===== config.mk =====
export PLATFORM = sky130hd
export DESIGN_NAME = alu_issue_ctrl
export DESIGN_NICKNAME = d
export VERILOG_FILES = /design/src/rtl/alu_pkg.sv /design/src/rtl/alu_issue_ctrl.sv
export SDC_FILE = /design/constraint.sdc
export NUM_CORES = 1
export LEC_CHECK = 0
export BUFFER_PORTS_ARGS = -buffer_cell sky130_fd_sc_hd__clkbuf_2
export CAP_MARGIN = 20
export CORE_AREA = 2 2 147 149
export CTS_BUF_LIST = sky130_fd_sc_hd__clkbuf_8
export CTS_CLUSTER_SIZE = 25
export DETAILED_ROUTE_END_ITERATION = 8
export DIE_AREA = 0 0 149 151
export MAX_ROUTING_LAYER = met4
export PLACE_DENSITY_LB_ADDON = 0.25
export SLEW_MARGIN = 10
export SYNTH_ARGS = -nofsm -noshare
export SYNTH_HDL_FRONTEND = slang
export SYNTH_SLANG_ARGS = --single-unit

===== constraint.sdc =====
create_clock -name clk -period 3.6 [get_ports clk]
set_input_delay 0.72 -clock clk [delete_from_list [all_inputs] [get_ports clk]]
set_output_delay 0.72 -clock clk [all_outputs]
set_load 0.02 [all_outputs]

===== src/rtl/alu_pkg.sv =====
// Shared definitions for the ALU issue front end: opcode values, idle opcode, FSM states.
// Opcodes 0..9 are real ALU operations; anything above is unused and makes the ALU output 0.
// 4'hF is driven whenever no operation is being issued so the ALU sits at a known result.
package alu_pkg;

  localparam logic [3:0] OP_ADD  = 4'd0;
  localparam logic [3:0] OP_SUB  = 4'd1;
  localparam logic [3:0] OP_AND  = 4'd2;
  localparam logic [3:0] OP_OR   = 4'd3;
  localparam logic [3:0] OP_XOR  = 4'd4;
  localparam logic [3:0] OP_SLL  = 4'd5;
  localparam logic [3:0] OP_SRL  = 4'd6;
  localparam logic [3:0] OP_SRA  = 4'd7;
  localparam logic [3:0] OP_SLTU = 4'd8;
  localparam logic [3:0] OP_SLT  = 4'd9;
  localparam logic [3:0] OP_IDLE = 4'hF;

  typedef enum logic [1:0] {
    ST_IDLE    = 2'd0,
    ST_ISSUE   = 2'd1,
    ST_CAPTURE = 2'd2,
    ST_RESP    = 2'd3
  } state_t;

  // True for opcodes the ALU actually implements.
  function automatic logic op_is_legal(input logic [3:0] op);
    return (op <= OP_SLT);
  endfunction

endpackage


===== src/rtl/alu_issue_ctrl.sv =====
// Request/response wrapper around the registered 32-bit ALU, one operation in flight at a time.
// Latency: response valid 3 cycles after acceptance (1 cycle for rejected opcodes with ALU_ISSUE_OPCHK_EN).
// Backpressure: response held stable until rsp_ready; no new request accepted until the response drains.
module alu_issue_ctrl
  import alu_pkg::*;
#(
  parameter int TAG_W = 4,
  parameter int CNT_W = 16
) (
  input  logic             clk,
  input  logic             clear,
  input  logic             req_valid,
  output logic             req_ready,
  input  logic [3:0]       req_op,
  input  logic [31:0]      req_a,
  input  logic [31:0]      req_b,
  input  logic [TAG_W-1:0] req_tag,
  output logic [31:0]      alu_in0,
  output logic [31:0]      alu_in1,
  output logic [3:0]       control_signal,
  input  logic [31:0]      alu_out,
  input  logic             zero_flag,
  output logic             rsp_valid,
  input  logic             rsp_ready,
  output logic [31:0]      rsp_result,
  output logic             rsp_zero,
  output logic [TAG_W-1:0] rsp_tag,
  output logic             rsp_err,
  output logic             busy,
  output logic [CNT_W-1:0] op_count
);

  state_t      state;
  state_t      state_nxt;
  logic [3:0]  op_q;
  logic [31:0] a_q;
  logic [31:0] b_q;
  logic        req_fire;
  logic        rsp_fire;
  logic        op_reject;

  assign req_fire = req_valid & req_ready;
  assign rsp_fire = rsp_valid & rsp_ready;

`ifdef ALU_ISSUE_OPCHK_EN
  assign op_reject = ~op_is_legal(req_op);
`else
  assign op_reject = 1'b0;
`endif

  // State register.
  always_ff @(posedge clk) begin
    if (clear) state <= ST_IDLE;
    else       state <= state_nxt;
  end

  // Next-state: rejected opcodes skip the ALU and go straight to the response.
  always_comb begin
    state_nxt = state;
    case (state)
      ST_IDLE:    if (req_fire) state_nxt = op_reject ? ST_RESP : ST_ISSUE;
      ST_ISSUE:   state_nxt = ST_CAPTURE;
      ST_CAPTURE: state_nxt = ST_RESP;
      ST_RESP:    if (rsp_fire) state_nxt = ST_IDLE;
      default:    state_nxt = ST_IDLE;
    endcase
  end

  // Outputs decoded from state; the ALU sees operands only while issuing.
  always_comb begin
    req_ready      = (state == ST_IDLE);
    rsp_valid      = (state == ST_RESP);
    busy           = (state != ST_IDLE);
    alu_in0        = '0;
    alu_in1        = '0;
    control_signal = OP_IDLE;
    if (state == ST_ISSUE) begin
      alu_in0        = a_q;
      alu_in1        = b_q;
      control_signal = op_q;
    end
  end

  // Request latch and response capture; a rejected opcode preloads the canned error response.
  always_ff @(posedge clk) begin
    if (clear) begin
      op_q       <= OP_IDLE;
      a_q        <= '0;
      b_q        <= '0;
      rsp_tag    <= '0;
      rsp_result <= '0;
      rsp_zero   <= 1'b0;
    end else if (req_fire) begin
      op_q    <= req_op;
      a_q     <= req_a;
      b_q     <= req_b;
      rsp_tag <= req_tag;
      if (op_reject) begin
        rsp_result <= '0;
        rsp_zero   <= 1'b1;
      end
    end else if (state == ST_CAPTURE) begin
      rsp_result <= alu_out;
      rsp_zero   <= zero_flag;
    end
  end

`ifdef ALU_ISSUE_OPCHK_EN
  // Error flag follows the opcode check of the accepted request.
  always_ff @(posedge clk) begin
    if (clear)         rsp_err <= 1'b0;
    else if (req_fire) rsp_err <= op_reject;
  end
`else
  assign rsp_err = 1'b0;
`endif

  // Completed-operation counter, wraps naturally.
  always_ff @(posedge clk) begin
    if (clear)         op_count <= '0;
    else if (rsp_fire) op_count <= op_count + CNT_W'(1);
  end

endmodule


==> qor.txt, run 1 <==
Worst-Margin Slew = 1.052 ns
Via count = 4543
Crit path kind = flop to primary output
RSZ-0062 raised after global routing = false
Cell Area, Synth = 0.004975 mm²
WP data required = 2.88 ns
Setup TNS = 0 ns
Sequential fraction of the synthesis area = 49.50%
Initial antenna violation count = 0
Final Power = 0.004446 W
Sink Count = 123
DRT Wirelength = 14.08 mm
Post-DP HPWL = 9.642 mm
H-tree depth = 4
Area Growth Syn to Fin = 36.17%
Overall Global Routing Usage = 12.60%
Die span in x = 149 µm
Initial core utilization = 23.89%
Slew HR = 29.88%
Worst hold-check path type = flop to flop
Footprint of the multi-input gates = 0.002320 mm²
Largest net degree at the start of global routing = 73
Mapped Cells = 595
DRT antenna net count = 0
# hold bufs at CTS = 0
Top cells by area, synth = dfxtp_1 49%, nand2_1 11%, and2_1 8.0%, a21oi_1 7.2%, mux2i_1 6.8%
Crit. End Element = primary output
Fmax = 394.4 MHz
Post-synthesis register bit count = 123
Vias in the first global route = 4250
Clock buffer depth = 2
Die area = 0.02250 mm²
Period minus WS final = 2.535 ns
Leakage = 3.059 nW
WHS = 0.4494 ns
Setup Skew = 0.007075 ns
Crit path max fanout = 34
CTS Buf Count = 17
Row Count = 53
Outcome = complete, no violations
Pre-CTS WS = 1.478 ns
DR WL/cell = 12.83 µm
1st-iter DRT viols = 98
Maximum vdd ir drop = 0.2256 mV
Endpoints failing setup = 0
N_diodes = 0
Setup slack after layout = 1.065 ns
Syn nets = 709
Final Hold Fails = 0
Remaining DRCs = 0
IO Count = 234
Synth cell types = 31
Worst path arrival time = 1.82 ns
Port Buffers = 232
CTS resizes = 0
Max_cap viols = 0
CTS tree = done
Global route overflow = 0
Fin crit share = 70.43%
Area of the core = 0.02082 mm²
Root buffer cell = clkbuf_8
Share of cells above drive strength 1 = 33.82%
R2r setup slk = 1.65 ns
Die Ht = 151 µm
First-pass GRT wire length = 21.55 mm
Fillcell total = 2258
Nets = 925
Most frequent cells in the layout = 231 x clkbuf_2, 150 x nand2_1, 123 x dfxtp_1
Post-CTS Setup Bufs = 0
Critical Path Start Type = flop
Via density per instance = 4.141
Post-synth top area cell = dfxtp_1
Synth top area share = 49.50%
Initial DRT Pass Iterations = 6
Routability Congestion = 0.7512
Power density of the placed cells = 656.4 mW/mm²
Slew Limit Fails = 0
Leading cell type in the layout, fill and taps excluded = clkbuf_2
Worst-path clk slew = 0.07 ns
Worst-Skew Late Latency = 0.43 ns
Warnings from Yosys = 0
Synthesized area per cell = 8.361 µm²
Register area = 0.002462 mm²
registers in the layout, indices dropped and copies added (netlist names):
| signal | flops |
|---|---|
| state | 2 |
| op_count | 16 |
| rsp_result | 32 |
| rsp_tag | 4 |
| b_q | 32 |
| op_q | 4 |
| rsp_zero | 1 |
| a_q | 32 |
worst max-delay path: stages, from the launching register on:
cell and delay, ns:
dfxtp_1 0.34, inv_1 0.09, ha_2 0.29, buf_4 0.32
and2_1 0.18, clkbuf_2 0.16
cells in the mapped netlist:
| library cell | instances |
|---|---|
| and2_1 | 64 |
| conb_1 | 1 |
| nand4_2 | 2 |
| nand2_1 | 151 |
| nand3_1 | 2 |
| nor4_2 | 4 |
| nand4_1 | 4 |
| nand3b_1 | 4 |
| nand2b_1 | 4 |
| dfxtp_1 | 123 |
| xnor2_1 | 8 |
| buf_2 | 11 |
| mux2i_1 | 34 |
| clkbuf_1 | 27 |
| nor2_2 | 1 |
| or3_1 | 2 |
| ha_1 | 5 |
| buf_6 | 1 |
| mux2_1 | 1 |
| nor3_1 | 6 |
| nand3_2 | 1 |
| nor2b_1 | 2 |
| o21ai_0 | 2 |
| buf_4 | 1 |
| nor2_1 | 48 |
| xor2_1 | 4 |
| and4_1 | 1 |
| a21oi_1 | 72 |
| inv_1 | 7 |
| nor4_4 | 1 |
| buf_1 | 1 |
logic make-up (layout without fill, tap and decap cells):
| family | after synthesis | after routing | share of synthesized area (%) |
|---|---|---|---|
| flip-flops | 123 | 123 | 49.50 |
| AND/OR/NAND/NOR | 297 | 297 | 28.42 |
| adder cells (fa/ha/maj) | 5 | 5 | 1.258 |
| other | 1 | 1 | 0.07538 |
| buffers and inverters | 48 | 275 | 4.125 |
| AO/OA/AOI/OAI | 74 | 74 | 7.445 |
| multiplexers | 35 | 35 | 7.067 |
| XOR/XNOR | 12 | 12 | 2.113 |
worst paths after layout:
| kind | start | endpoint | depth (start not counted) |
|---|---|---|---|
| setup reg to reg | state[0]$_SDFFE_PP0P_ | b_q[1]$_SDFFE_PP0P_ | 7 |
| hold / removal | a_q[27]$_SDFFE_PP0P_ | a_q[27]$_SDFFE_PP0P_ | 2 |
| setup / recovery | state[1]$_SDFFE_PP0P_ | alu_in0[5] | 5 |
| hold reg to reg | a_q[27]$_SDFFE_PP0P_ | a_q[27]$_SDFFE_PP0P_ | 2 |
power breakdown:
| part | leakage [nW] | switching (W) | internal [W] |
|---|---|---|---|
| logic | 1.84 | 0.000940 | 0.000508 |
| clock network | 0.213 | 0.000541 | 0.000723 |
| registers | 1.00 | 0.000119 | 0.00162 |
final cells by class:
class,instances,area share [%]
inverter,7,0.3879
clock inverter,10,1.847
sequential,123,36.35
tap,275,5.079
clock buffer,20,4.064
timing repair buffer,238,18.03
multi-input combinational,424,34.24
per-layer routing:
layer | part of all wire, % | vias to the layer above | routed length, µm | track usage [%]
met4 | 1.2 | 0 | 175 | 5.429
met2 | 46 | 148 | 6536 | 19.38
met3 | 7.1 | 10 | 994 | 3.313
li1 | - | 2332 | - | -
met5 | 0 | - | 0 | -
met1 | 45 | 2053 | 6371 | 15.65
stage by stage:
| stage | util (%) | instances | instance area [µm²] |
|---|---|---|---|
| 5_1_grt | 32.53 | 1097 | 6774 |
| 2_1_floorplan | - | 595 | 4975 |
| 6_report | 32.53 | 1097 | 6774 |
| 3_3_place_gp | 30.61 | 1067 | 6374 |
| 4_1_cts | 32.53 | 1097 | 6774 |
| 3_5_place_dp | 30.61 | 1067 | 6374 |
Power figures use the tool's default switching activity.
==> run 2: changes to the inputs <==
==> constraint.sdc (replaced) <==
create_clock -name clk -period 2.31 [get_ports clk]
set_input_delay 0.462 -clock clk [delete_from_list [all_inputs] [get_ports clk]]
set_output_delay 0.462 -clock clk [all_outputs]
set_load 0.02 [all_outputs]
==> run 2 against run 1 <==
  * Register-to-register slack lost 1.1 ns
  * First-iteration DRC count increased by 39%
  * Final area up 2.0%
  * Non-clock buffer count rose by 2
  * Combinational power increased by 61%
  * Clock skew increased by 0.0013 ns
  * Cell count up 0.46%
  * Via count grew 2.0%
  * Clock power rose by 79%
  * Routed wire length rose by 1.4%
  * Worst hold slack got worse by 0.21 ns
  * Critical path depth unchanged
==> qor.txt, run 2 (synthesis gave the netlist of run 1 again) <==
Post-CTS Setup Bufs = 0 (unchanged)
Via density per instance = 4.204 (+1.5%)
H-tree depth = 4 (unchanged)
Maximum vdd ir drop = 0.4097 mV (+82%)
Top flop regs = a_q x32, b_q x32, rsp_result x32
Worst hold-check path type = input port to flop
Hold worst-path end = op_q[1]$_SDFFE_PP1P_
Setup Skew = 0.008367 ns (+0.001292 ns)
Period minus WS final = 2.116 ns
Initial core utilization = 23.89% (unchanged)
Worst-path clk slew = 0.07 ns (about the same)
Crit path kind = flop to primary output
Worst path arrival time = 1.65 ns (-0.17 ns)
1st-iter DRT viols = 136 (+39%)
Fillcell total = 2303 (+2.0%)
Overall Global Routing Usage = 12.81% (+0.21 points)
Most frequent cells in the layout = 231 x clkbuf_2, 150 x nand2_1, 123 x dfxtp_1
DRT Wirelength = 14.28 mm (+1.4%)
Max_cap viols = 0 (unchanged)
Worst R2R Path Depth = 7 (unchanged)
DRT antenna net count = 0 (unchanged)
Share of cells above drive strength 1 = 34.30% (+0.48 points)
First-pass GRT wire length = 21.84 mm (+1.3%)
Initial antenna violation count = 2 (+2)
Area Growth Syn to Fin = 38.91%
Row Count = 53 (unchanged)
Clock buffer depth = 2 (unchanged)
Die span in x = 149 µm (unchanged)
Setup TNS = 0 ns (unchanged)
Register area = 0.002462 mm² (unchanged)
Worst hold path cell count = 3 (+1)
Final Hold Fails = 0 (unchanged)
IO Count = 234 (unchanged)
Nets = 927 (+0.22%)
Die Ht = 151 µm (unchanged)
Root buffer cell = clkbuf_8
Area of the core = 0.02082 mm² (unchanged)
Die area = 0.02250 mm² (unchanged)
Footprint of the multi-input gates = 0.002320 mm² (unchanged)
# hold bufs at CTS = 0 (unchanged)
Crit. End Element = primary output
Combinational cell fraction of total power = 32.0% (-0.6 points)
Sink Count = 123 (unchanged)
WHS = 0.2410 ns (-0.2084 ns)
CTS Buf Count = 17 (unchanged)
Final Power = 0.007313 W (+64%)
Non-filler cells, final = 1102 (+0.46%)
Crit path max fanout = 68 (+100%)
Largest net degree at the start of global routing = 69 (-5.5%)
R2r setup slk = 0.57 ns (-1.08 ns)
WP data required = 1.85 ns (-1.03 ns)
CTS tree = done
Fin crit share = 91.60%
Pint = 0.004728 W (+66%)
Leading cell type in the layout, fill and taps excluded = clkbuf_2
Post-DP HPWL = 9.920 mm (+2.9%)
Outcome = complete, no violations
Net Sw Power = 0.002585 W (+62%)
Fmax = 472.6 MHz
Flop pwr share = 37.1% (-1.9 points)
RR Endpoint = a_q[31]$_SDFFE_PP0P_
Initial DRT Pass Iterations = 5 (-1)
Via count = 4633 (+2.0%)
Worst R2R Start = state[0]$_SDFFE_PP0P_
Remaining DRCs = 0 (unchanged)
Sw Ratio = 35.34% (-0.64 points)
Worst min-delay path startpoint = req_op[1]
Clock Power Share = 30.9% (+2.5 points)
Leakage = 3.098 nW (+1.3%)
Slew Limit Fails = 0 (unchanged)
RSZ-0062 raised after global routing = false
Endpoints failing setup = 0 (unchanged)
Final core utilization = 33.19% (+0.66 points)
Routability Congestion = 0.7558 (+0.61%)
Global route overflow = 0 (unchanged)
Placed insts = 1069 (+0.19%)
Port Buffers = 232 (unchanged)
Vias in the first global route = 4287 (+0.87%)
CTS resizes = 0 (unchanged)
Worst-Skew Late Latency = 0.44 ns (about the same)
Critical Path Start Type = flop
DR WL/cell = 12.96 µm (+0.98%)
Power density of the placed cells = 1058 mW/mm² (+61%)
run 2: per-layer routing:
| layer | GRT usage [%] | routed length, µm | vias up |
|---|---|---|---|
| met1 | 15.24 | 6438 | 2122 |
| met5 | - | 0 | - |
| met3 | 4.849 | 1125 | 9 |
| met4 | 3.857 | 129 | 0 |
| li1 | - | - | 2342 |
| met2 | 20.21 | 6588 | 160 |
run 2: stage by stage:
step / cell area [µm²] / worst slack (ns)
global route: 6910 / 0.03101
global placement: 6439 / 0.5453
finish: 6910 / 0.1941
detailed placement: 6439 / 0.5246
floorplan: 4975 / 0.5477
CTS: 6905 / 0.1200
run 2: final cells by class:
type                    instances  share of cell area, %
flip-flops and latches        123                  35.63
multi-input cells             424                  33.57
repair buffers                240                  18.61
well taps                     275                  4.979
clock buffers                  20                  3.983
clock inverters                11                  2.770
inverters                       7                 0.3802
diodes                          2                0.07242
run 2: how the worst max path moves through the flow:
| stage | from | cells after the start | end |
|---|---|---|---|
| floorplan | state[1]$_SDFFE_PP0P_ | 5 | alu_in0[11] |
| CTS | state[1]$_SDFFE_PP0P_ | 5 | alu_in0[15] |
| finish | state[1]$_SDFFE_PP0P_ | 5 | alu_in0[15] |
| global placement | state[0]$_SDFFE_PP0P_ | 7 | b_q[31]$_SDFFE_PP0P_ |
| global route | state[0]$_SDFFE_PP0P_ | 4 | alu_in0[15] |
| detailed placement | state[0]$_SDFFE_PP0P_ | 7 | b_q[31]$_SDFFE_PP0P_ |
run 2: worst max-delay path, cell delays in order (launching register included):
cell      delay (ns)
dfxtp_1         0.34
inv_1           0.08
ha_2            0.19
buf_12          0.23
and2_1          0.18
clkbuf_2        0.17
run 2: power by group through the flow:
stage	registers [W]	logic (W)	clock network, W
6_report	0.00271	0.00234	0.00226
5_1_grt	0.00277	0.00260	0.00246
4_1_cts	0.00272	0.00241	0.00236
3_5_place_dp	0.00276	0.00241	0
3_3_place_gp	0.00276	0.00240	0
2_1_floorplan	0.00288	0.00144	0
==> run 3: changes to the inputs <==
--- a/config.mk
+++ b/config.mk
@@ -7,12 +7,11 @@
 export LEC_CHECK = 0
 export BUFFER_PORTS_ARGS = -buffer_cell sky130_fd_sc_hd__clkbuf_2
 export CAP_MARGIN = 20
-export CORE_AREA = 2 2 147 149
+export CORE_AREA = 2 2 125 176
 export CTS_BUF_LIST = sky130_fd_sc_hd__clkbuf_8
 export CTS_CLUSTER_SIZE = 25
 export DETAILED_ROUTE_END_ITERATION = 8
-export DIE_AREA = 0 0 149 151
-export MAX_ROUTING_LAYER = met4
+export DIE_AREA = 0 0 127 178
 export PLACE_DENSITY_LB_ADDON = 0.25
 export SLEW_MARGIN = 10
 export SYNTH_ARGS = -nofsm -noshare
==> run 3 against run 2 <==
  * Fmax is 1.6% lower
  * Sequential share of layout area grew 0.39 points
  * First-iteration DRC count up 43%
  * Cell count down 1.5%
  * Clock power decreased by 12%
  * Clock skew is essentially flat
  * Sequential power is essentially flat
  * Largest cell class unchanged
==> qor.txt, run 3 (synthesis gave the netlist of run 1 again) <==
Worst hold path cell count = 3 (unchanged)
First-pass GRT wire length = 22.10 mm (+1.2%)
Root buffer cell = clkbuf_8
1st-iter DRT viols = 194 (+43%)
Crit path max fanout = 53 (-22%)
Slew HR = 60.78%
Share of cells above drive strength 1 = 34.06% (-0.24 points)
Setup Skew = 0.008839 ns (+0.0004717 ns)
RSZ-0062 raised after global routing = false
Final core utilization = 32.60% (-0.59 points)
Worst R2R Start = state[0]$_SDFFE_PP0P_
Initial DRT Pass Iterations = 4 (-1)
Critical Path Start Type = flop
Pre-CTS WS = 0.4866 ns (-0.03798 ns)
Leakage = 3.088 nW (-0.34%)
Finished Cell Area = 0.006835 mm² (-1.1%)
Overall Global Routing Usage = 12.46% (-0.35 points)
# hold bufs at CTS = 0 (unchanged)
Slew Limit Fails = 0 (unchanged)
Initial core utilization = 23.73% (-0.17 points)
Worst hold-check path type = input port to flop
Crit. End Element = primary output
Clock buffer depth = 2 (unchanged)
IO Count = 234 (unchanged)
Nets = 926 (-0.11%)
Crit path kind = flop to primary output
Most frequent cells in the layout = 231 x clkbuf_2, 150 x nand2_1, 123 x dfxtp_1
Fin crit share = 93.09% (+1.5 points)
CTS Buf Count = 17 (unchanged)
Worst R2R Path Depth = 5 (-2)
Sink Count = 123 (unchanged)
Global route overflow = 0 (unchanged)
Largest net degree at the start of global routing = 73 (+5.8%)
Vias in the first global route = 4268 (-0.44%)
Area of the core = 0.02097 mm² (+0.70%)
N_diodes = 0 (-2)
Via density per instance = 4.182 (-0.54%)
H-tree depth = 4 (unchanged)
Period minus WS final = 2.150 ns (+0.03455 ns)
Worst-path clk slew = 0.07 ns (about the same)
Fmax = 465.0 MHz (-1.6%)
CTS tree = done
DRT antenna net count = 0 (unchanged)
R2r setup slk = 0.60 ns (+0.03 ns)
Remaining DRCs = 0 (unchanged)
Maximum vdd ir drop = 0.3952 mV (-3.5%)
Via count = 4537 (-2.1%)
Port Buffers = 232 (unchanged)
Placed cell areas = 0.006412 mm² (-0.41%)
DRT Wirelength = 14.08 mm (-1.4%)
Initial antenna violation count = 1 (-1)
Setup slack after layout = 0.1596 ns (-0.03455 ns)
Die span in x = 127 µm (-15%)
Leading cell type in the layout, fill and taps excluded = clkbuf_2
Final Hold Fails = 0 (unchanged)
WP data required = 1.85 ns (about the same)
Max_cap viols = 0 (unchanged)
Top flop regs = a_q x32, b_q x32, rsp_result x32
RR Endpoint = op_count[7]$_SDFFE_PP0P_
DR WL/cell = 12.97 µm (+0.10%)
Power density of the placed cells = 1026 mW/mm² (-3.0%)
Die Ht = 178 µm (+18%)
Post-DP HPWL = 9.833 mm (-0.87%)
Worst-Skew Late Latency = 0.42 ns (-0.02 ns)
Worst-Margin Slew = 0.5883 ns
Die area = 0.02261 mm² (+0.48%)
Area Growth Syn to Fin = 37.40%
Outcome = complete, no violations
Worst min-delay path startpoint = req_a[23]
Row Count = 63 (+19%)
Routability Congestion = 0.7491 (-0.89%)
Setup TNS = 0 ns (unchanged)
Worst path arrival time = 1.69 ns (+0.04 ns)
Endpoints failing setup = 0 (unchanged)
Hold worst-path end = a_q[23]$_SDFFE_PP0P_
WHS = 0.2520 ns (+0.01096 ns)
## run 3: changes by cell type in the layout (fill, tap and decap cells not counted)
cell / delta
clkbuf_8: -1
bufinv_16: -2
ha_4: +1
clkinvlp_4: -2
diode_2: -2
clkinv_2: +2
clkinv_4: +2
inv_1: +2
buf_4: -1
ha_2: -1
## run 3: area by class of cell
cell class                 count  area, µm²
clock buffer                  19      261.5
fill                        2314      14130
sequential                   123       2462
clock inverter                13      151.4
tap                          260      325.3
inverter                       7      26.28
timing repair buffer         239       1279
multi-input combinational    424       2330
## run 3: through the flow
step	instances	total power [W]
floorplan	595	0.004319
global placement	1053	0.005083
detailed placement	1053	0.005122
CTS	1085	0.007185
global route	1085	0.007539
finish	1085	0.007013
## run 3: routing by layer
layer / track usage, % / wire [µm]
met3: 4.289 / 935
met2: 20.79 / 6825
met4: 4.899 / 287
met1: 14.70 / 6013
met5: 0 / 13
## run 3: worst max path at each step
stage          slack, ns  cells past startpoint             startpoint           to
2_1_floorplan       0.55                      5  state[1]$_SDFFE_PP0P_  alu_in0[11]
3_3_place_gp        0.52                      5  state[1]$_SDFFE_PP0P_  alu_in0[17]
6_report            0.16                      5  state[1]$_SDFFE_PP0P_   alu_in1[3]
5_1_grt            0.007                      4  state[0]$_SDFFE_PP0P_  alu_in1[12]
4_1_cts             0.10                      5  state[1]$_SDFFE_PP0P_   alu_in1[3]
3_5_place_dp        0.49                      5  state[1]$_SDFFE_PP0P_   alu_in1[3]
## run 3: critical path, stage by stage (launching register included)
cell,delay (ns)
dfxtp_1,0.34
inv_1,0.12
ha_4,0.24
buf_12,0.21
and2_1,0.16
clkbuf_2,0.17
## run 3: where the power goes
part           leakage, nW  total, W  internal (W)  switching [W]
Sequential            1.00   0.00272       0.00252       0.000200
Combinational         1.87   0.00231      0.000845        0.00146
Clock                0.218   0.00199       0.00111       0.000877
Total                 3.09   0.00701       0.00448        0.00254
## run 3: timing repair
item,in CTS,in global routing
buffers inserted,0,0
setup endpoints to repair,2,0
resized for setup,1,0
endpoints found under the hold margin,0,0
